==> src/rtl/serial_adder_pkg.sv <==
// Shared definitions for the bit-serial add/subtract controller.
package serial_adder_pkg;

  localparam int DEFAULT_WIDTH = 8;

  localparam logic [1:0] ST_IDLE = 2'd0;
  localparam logic [1:0] ST_RUN  = 2'd1;
  localparam logic [1:0] ST_DONE = 2'd2;

  typedef enum logic [1:0] {
    IDLE = ST_IDLE,
    RUN  = ST_RUN,
    DONE = ST_DONE
  } state_e;

endpackage

==> src/rtl/full_adder_using_mux.sv <==
// One-bit full adder built only from 2:1 multiplexers; shared by every bit slot.
module full_adder_using_mux (
  input  logic a,
  input  logic b,
  input  logic cin,
  output logic sum,
  output logic cout
);

  logic prop;

  // a ^ b expressed as a mux selected by b.
  assign prop = b ? ~a : a;
  assign sum  = cin ? ~prop : prop;
  assign cout = prop ? cin : a;

endmodule

==> src/rtl/serial_adder_ctrl.sv <==
// Bit-serial add/subtract controller: one shared full-adder cell, LSB first,
// WIDTH processing edges per operation followed by a one-cycle done pulse.
module serial_adder_ctrl
  import serial_adder_pkg::*;
#(
  parameter int WIDTH = DEFAULT_WIDTH
) (
  input  logic             clk,
  input  logic             rst_n,
  input  logic             start,
  input  logic [WIDTH-1:0] a,
  input  logic [WIDTH-1:0] b,
  input  logic             cin,
  input  logic             sub,
  output logic             busy,
  output logic             done,
  output logic [WIDTH-1:0] sum,
  output logic             cout,
  output logic [1:0]       state
);

  localparam int CW = (WIDTH > 1) ? $clog2(WIDTH) : 1;
  localparam logic [CW-1:0] LAST = CW'(WIDTH - 1);

  logic [1:0]       state_q;
  logic [WIDTH-1:0] a_sr;
  logic [WIDTH-1:0] b_sr;
  logic             carry;
  logic [CW-1:0]    cnt;
  logic             fa_sum;
  logic             fa_cout;
  logic             last_bit;

  assign last_bit = (cnt == LAST);

  full_adder_using_mux u_fa (
    .a    (a_sr[0]),
    .b    (b_sr[0]),
    .cin  (carry),
    .sum  (fa_sum),
    .cout (fa_cout)
  );

  // Handshake: start is accepted on any edge where the FSM is not in RUN
  // (IDLE or DONE); it is dropped, not queued, while busy. done is a
  // one-cycle strobe marking sum/cout valid; they then hold until the next accept.
  always_ff @(posedge clk or negedge rst_n) begin
    if (!rst_n) begin
      state_q <= ST_IDLE;
      a_sr    <= '0;
      b_sr    <= '0;
      carry   <= 1'b0;
      cnt     <= '0;
      sum     <= '0;
      cout    <= 1'b0;
    end else begin
      case (state_q)
        ST_RUN: begin
          a_sr  <= a_sr >> 1;
          b_sr  <= b_sr >> 1;
          carry <= fa_cout;
          sum   <= {fa_sum, sum[WIDTH-1:1]};
          cnt   <= cnt + CW'(1);
          if (last_bit) begin
            state_q <= ST_DONE;
            cout    <= fa_cout;
          end
        end
        default: begin
          if (start) begin
            state_q <= ST_RUN;
            a_sr    <= a;
            // Subtraction is A + ~B + 1; the caller's cin is irrelevant then.
            b_sr    <= sub ? ~b : b;
            carry   <= sub ? 1'b1 : cin;
            cnt     <= '0;
            sum     <= '0;
            cout    <= 1'b0;
          end else begin
            state_q <= ST_IDLE;
          end
        end
      endcase
    end
  end

  assign busy  = (state_q == ST_RUN);
  assign done  = (state_q == ST_DONE);
  assign state = state_q;

endmodule

==> config.mk <==
export PLATFORM = sky130hd
export DESIGN_NAME = serial_adder_ctrl
export DESIGN_NICKNAME = d
export VERILOG_FILES = /design/src/rtl/serial_adder_pkg.sv /design/src/rtl/full_adder_using_mux.sv /design/src/rtl/serial_adder_ctrl.sv
export SDC_FILE = /design/constraint.sdc
export NUM_CORES = 1
export LEC_CHECK = 0
export CORE_AREA = 2 2 58 60
export CTS_BUF_LIST = sky130_fd_sc_hd__clkbuf_4 sky130_fd_sc_hd__clkbuf_8
export CTS_CLUSTER_SIZE = 8
export DETAILED_ROUTE_END_ITERATION = 10
export DIE_AREA = 0 0 60 62
export PLACE_DENSITY = 0.75
export SLEW_MARGIN = 20
export SYNTH_ARGS = -nofsm -noshare
export SYNTH_HDL_FRONTEND = slang
export SYNTH_SLANG_ARGS = --single-unit
==> constraint.sdc <==
create_clock -name clk -period 2.1 [get_ports clk]
set_input_delay 0.42 -clock clk [delete_from_list [all_inputs] [get_ports clk]]
set_output_delay 0.42 -clock clk [all_outputs]
set_load 0.02 [all_outputs]
==> results of run 1 <==
state kept, by name, indices dropped and copies added, names as in the netlist:
name / cells
a_sr: 8
b_sr: 8
sum: 8
cnt: 3
state: 2
carry: 1
cout: 1
final timing paths:
path | startpoint | cells after the start | slack, ps | to
max reg2reg | state[1] | 4 | 590 | cnt[0]
max | state[1] | 2 | 180 | busy
min in group clk | b_sr[7] | 2 | 500 | b_sr[6]
min reg2reg | b_sr[7] | 2 | 500 | b_sr[6]
max in group asynchronous | rst_n | 2 | 1350 | a_sr[2]
min | rst_n | 2 | 470 | carry
metal layers:
metal  wire length (um)  global-route usage [%]  vias up
met4                 28                    5.71        0
met2               1310                    27.6       21
li1                   -                       -      539
met5                  0                       0        -
met3                128                    7.45        4
met1               1250                    20.9      484
layout make-up:
class | count | area (um2)
Multi-Input combinational cell | 100 | 657
Fill cell | 260 | 1250
Tap cell | 46 | 57.6
Sequential cell | 31 | 776
Timing Repair Buffer | 36 | 365
Clock buffer | 8 | 72.6
placed cells by master (no fill, tap or decap), types with 2 or more instances in the layout:
cell             count
clkdlybuf4s50_1     33
dfrtp_1             31
ha_1                 2
a21o_1               2
mux2i_1             16
o21ai_1             19
clkbuf_4             6
nand2_1             23
xor2_1               7
o21ai_0              4
buf_4                2
clkbuf_8             2
xnor2_1              3
nand2b_1             9
nor2_1               6
cell families (layout without fill, tap and decap cells):
kind of cell	after synthesis	count (layout)	share of synthesized area [%]
buf+inv	10	44	4.98
mux	17	17	11.4
flops	31	31	51.5
compound gates	28	28	10.5
fa+ha+maj	3	3	2.41
xor+xnor	10	10	5.81
simple gates	42	42	13.4
metrics by stage:
step                utilization [%]  instances  worst slack [ps]
floorplan                         -        141               763
global placement               58.4        213               414
detailed placement             58.4        213               345
CTS                            60.6        221               128
global route                   60.6        221              75.6
finish                         60.6        221               175
worst max-delay path: cells and delay by family (launching register included):
family / cells / cell delay (ps)
buffers and inverters: 1 / 610
DFF: 1 / 420
and+or+nand+nor: 1 / 140
report_power, final:
group	switching, W	leakage, nW	total, W	internal, W
registers	0.000161	0.402	0.00101	0.000850
logic	0.000586	0.440	0.00109	0.000508
clock network	0.000199	0.0420	0.000409	0.000210
==> results by group, run 1 <==
Status
  – Status: finished clean

Global route
  – Vias in the first global route: 1,022
  – Tot GR Track Use: 17.2%
  – Largest net degree at the start of global routing: 57
  – Antenna violations before repair: 0
  – Global-route wire length before repair: 4560 um
  – Total grt overflow: 0

Die
  – Core Region: 3180 um2
  – Die width: 60 um
  – Row count: 21
  – Die Ht: 62 um
  – Die Area: 3720 um2
  – Top Ports: 34
  – Initial core utilization: 47.4%

Clock network
  – CTS buffer count: 5
  – Skew-Pair Late Insertion Delay: 330 ps
  – CTS tree: built
  – # resized after CTS: 0
  – Number of H-tree levels: 2
  – CTS root buffer: clkbuf_4
  – Sink Count: 31
  – CTS max path bufs: 2
  – Clk pin slew, worst setup/hold paths: 100 ps
  – Post-CTS Setup Bufs: 0
  – CTS hold repair buffers: 0

Timing
  – Worst clock skew: 8.18 ps
  – Fin crit period: 1920 ps
  – Period Utilization, post-route: 91.6%
  – Slew margin rel.: 66.6%
  – Worst slew pin tran: 501 ps
  – Fin Hold WS: 470 ps
  – Max Slew Vio Count: 0
  – Setup violators final: 0
  – Setup TNS Final: 0 ps
  – Final hold vios: 0
  – Fmax: 0.520 GHz
  – RSZ-0062 raised after global routing: false

Worst setup path
  – Kind of critical path: reg -> out
  – CP Launch Type: register
  – CP max stage delay: 610 ps
  – Crit end category: primary output
  – Crit-path max FO: 3
  – Slowest CP cell: clkdlybuf4s50_1
  – Worst Path Arrival: 1500 ps
  – Critical Path RT: 1680 ps
  – CP Cell Sequence: nor2b_4 > clkdlybuf4s50_1

Yosys
  – Yosys reg bits: 31
  – Yosys warns: 0
  – Average size of a mapped cell: 10.7 um2
  – Synthesized net count: 164
  – Async set-reset flop share out of synthesis: 100%
  – Top cell type's share of synthesized area: 51.5%
  – Number of synthesized flops with an enable pin: 0
  – Synth Flop Type: dfrtp_1
  – Post-synthesis cell count: 141
  – List of most frequent post-synthesis cells: dfrtp_1, nand2_1, o21ai_1
  – Sequential area share after synthesis: 51.5%
  – Post-Synthesis Cell Area: 1510 um2
  – Synth cell types: 24
  – Largest area contributor in the netlist: dfrtp_1
  – Top post-synthesis cells by area: dfrtp_1, mux2i_1, o21ai_1
  – Most common cell in the netlist: dfrtp_1

Pwr
  – P per Cell Area: 1300 nW/um2
  – Worst vdd ir: 0.576 mV
  – Pwr Total: 0.00251 W
  – Leakage: 0.884 nW

Placed design
  – HPWL after detailed placement: 1870 um
  – Dpl cell area: 1860 um2
  – Gpl congestion: 0.645
  – PortBufs: 33

Finish
  – Share of cells above drive strength 1: 9.14%
  – Layout area overhead: 27.9%
  – Antenna cells: 0
  – Fin area: 1930 um2
  – Nets: 197

Route
  – Routed via count: 1,048
  – Avg Vias per Cell: 4.74
  – TritonRoute pass-1 iters: 4
  – Final ANT Viol Nets: 0
  – Avg WL per Cell: 12.3 um
  – DRC: 0
  – Detailed Route Iter0 Violations: 26
  – Drt total wl: 2720 um

Worst hold path
  – Worst min path class: in -> async

Run
  – Max Cap Violations: 0
Power figures use the tool's default switching activity.
==> inputs of run 2 (changes only) <==
--- a/config.mk
+++ b/config.mk
@@ -10,6 +10,7 @@
 export CTS_CLUSTER_SIZE = 8
 export DETAILED_ROUTE_END_ITERATION = 10
 export DIE_AREA = 0 0 60 62
+export HOLD_SLACK_MARGIN = 0.08
 export PLACE_DENSITY = 0.75
 export SLEW_MARGIN = 20
 export SYNTH_ARGS = -nofsm -noshare
==> results of run 2 <==
Final layout, timing and power as in run 1 (identical DEF).
==> inputs of run 3 (changes only) <==
--- a/config.mk
+++ b/config.mk
@@ -10,8 +10,9 @@
 export CTS_CLUSTER_SIZE = 8
 export DETAILED_ROUTE_END_ITERATION = 10
 export DIE_AREA = 0 0 60 62
+export DONT_BUFFER_PORTS = 1
 export HOLD_SLACK_MARGIN = 0.08
-export PLACE_DENSITY = 0.75
+export PLACE_DENSITY = 0.61
 export SLEW_MARGIN = 20
 export SYNTH_ARGS = -nofsm -noshare
 export SYNTH_HDL_FRONTEND = slang
==> results by group, run 3 (synthesis results as in run 1) <==
Timing
  – Fin crit period: 1690 ps
  – Setup violators final: 0
  – Worst clock skew: 8.04 ps
  – Worst slew pin tran: 291 ps
  – Slew margin rel.: 80.6%
  – RSZ-0062 raised after global routing: false
  – Period Utilization, post-route: 80.3%
  – Fmax: 0.593 GHz
  – Final hold vios: 0
  – Max Slew Vio Count: 0
  – Setup TNS Final: 0 ps

Global route
  – Tot GR Track Use: 15.8%
  – Antenna violations before repair: 0
  – Vias in the first global route: 925
  – Global-route wire length before repair: 4190 um
  – Total grt overflow: 0
  – Largest net degree at the start of global routing: 58

Pwr
  – P per Cell Area: 1400 nW/um2
  – Worst vdd ir: 0.597 mV
  – Leakage: 0.755 nW
  – Pwr Total: 0.00223 W

Clock network
  – CTS buffer count: 5
  – CTS max path bufs: 2
  – Number of H-tree levels: 2
  – # resized after CTS: 0
  – CTS root buffer: clkbuf_4
  – Post-CTS Setup Bufs: 0
  – CTS tree: built
  – Clk pin slew, worst setup/hold paths: 100 ps
  – Sink Count: 31
  – Skew-Pair Late Insertion Delay: 320 ps

Route
  – TritonRoute pass-1 iters: 4
  – Final ANT Viol Nets: 0
  – Routed via count: 948
  – Detailed Route Iter0 Violations: 38
  – DRC: 0
  – Drt total wl: 2490 um
  – Avg Vias per Cell: 5.07
  – Avg WL per Cell: 13.3 um

Worst setup path
  – RR Endpoint: cnt[0]
  – Slowest CP cell: dfrtp_1
  – Crit-path max FO: 57
  – Critical Path RT: 1680 ps
  – Reg-to-Reg Start: state[0]
  – CP Cell Sequence: nor2b_4 > buf_12
  – R2R Setup Slk: 710 ps
  – CP max stage delay: 470 ps
  – Crit end category: primary output
  – CP Launch Type: register
  – Kind of critical path: reg -> out
  – Cell count of the worst reg-to-reg path: 4
  – Worst Path Arrival: 1270 ps

Finish
  – Fin area: 1600 um2
  – Nets: 164
  – Post-layout util: 50.2%
  – Commonest cells after routing, fill and taps aside: dfrtp_1, nand2_1, o21ai_1
  – Antenna cells: 0
  – Most common cell after layout, fill and taps aside: dfrtp_1
  – Share of cells above drive strength 1: 9.93%
  – Layout area overhead: 5.89%
  – Biggest regs: a_sr: 8 flops, b_sr: 8 flops, sum: 8 flops
  – Fill cell count: 315

Worst hold path
  – Hold endpoint: b_sr[7]
  – Hold_sp: start
  – Worst min path class: in -> reg
  – Worst hold path stage count: 1

Placed design
  – HPWL after detailed placement: 1610 um
  – Gpl congestion: 0.724
  – PortBufs: 0
  – Dpl cell area: 1510 um2

Die
  – Die Ht: 62 um
  – Top Ports: 34
  – Row count: 21
  – Die width: 60 um
  – Die Area: 3720 um2
  – Core Region: 3180 um2
  – Initial core utilization: 47.4%

Run
  – Max Cap Violations: 0

Status
  – Status: finished clean
[run 3: layer usage]
| metal | GRT usage [%] | routed length [um] | vias up |
|---|---|---|---|
| met5 | 0 | 0 | - |
| met1 | 20.2 | 1140 | 450 |
| met2 | 23.3 | 1170 | 26 |
| met4 | 6.67 | 25 | 0 |
| met3 | 7.04 | 160 | 4 |
| li1 | - | - | 468 |
[run 3: worst max path at each step]
stage | startpoint | endpoint | cells past startpoint
floorplan | state[0] | busy | 3
global placement | state[0] | cnt[0] | 4
detailed placement | state[0] | cnt[0] | 4
CTS | state[0] | busy | 2
global route | state[0] | busy | 2
finish | state[0] | busy | 2
[run 3: what timing repair did]
item,CTS,global route
setup endpoints to repair,0,0
hold buffers,2,0
hold endpoints to repair,31,0
[run 3: layout make-up]
type / count / area, um2 / share of cell area (%)
timing repair buffer: 3 / 50.0 / 3.13
tap: 46 / 57.6 / 3.61
clock inverter: 1 / 5.00 / 0.313
sequential: 31 / 776 / 48.6
clock buffer: 6 / 51.3 / 3.21
multi-input combinational: 100 / 657 / 41.1
[run 3: critical path: cells and delay by family (launching register included)]
family	cells	cell delay, ps
buffers and inverters	1	250
and+or+nand+nor	1	210
DFF	1	470
[run 3: metrics by stage]
| step | std cells | setup WS [ps] | hold slack, ps |
|---|---|---|---|
| floorplan | 141 | 763 | 124 |
| global placement | 178 | 735 | 126 |
| detailed placement | 178 | 710 | 125 |
| CTS | 187 | 393 | 157 |
| global route | 187 | 316 | 145 |
| finish | 187 | 414 | 180 |
[run 3: where the power goes]
| group | switching, W | internal, W |
|---|---|---|
| combinational | 0.000409 | 0.000342 |
| sequential | 0.000285 | 0.000848 |
| clock | 0.000195 | 0.000155 |
| total | 0.000889 | 0.00135 |
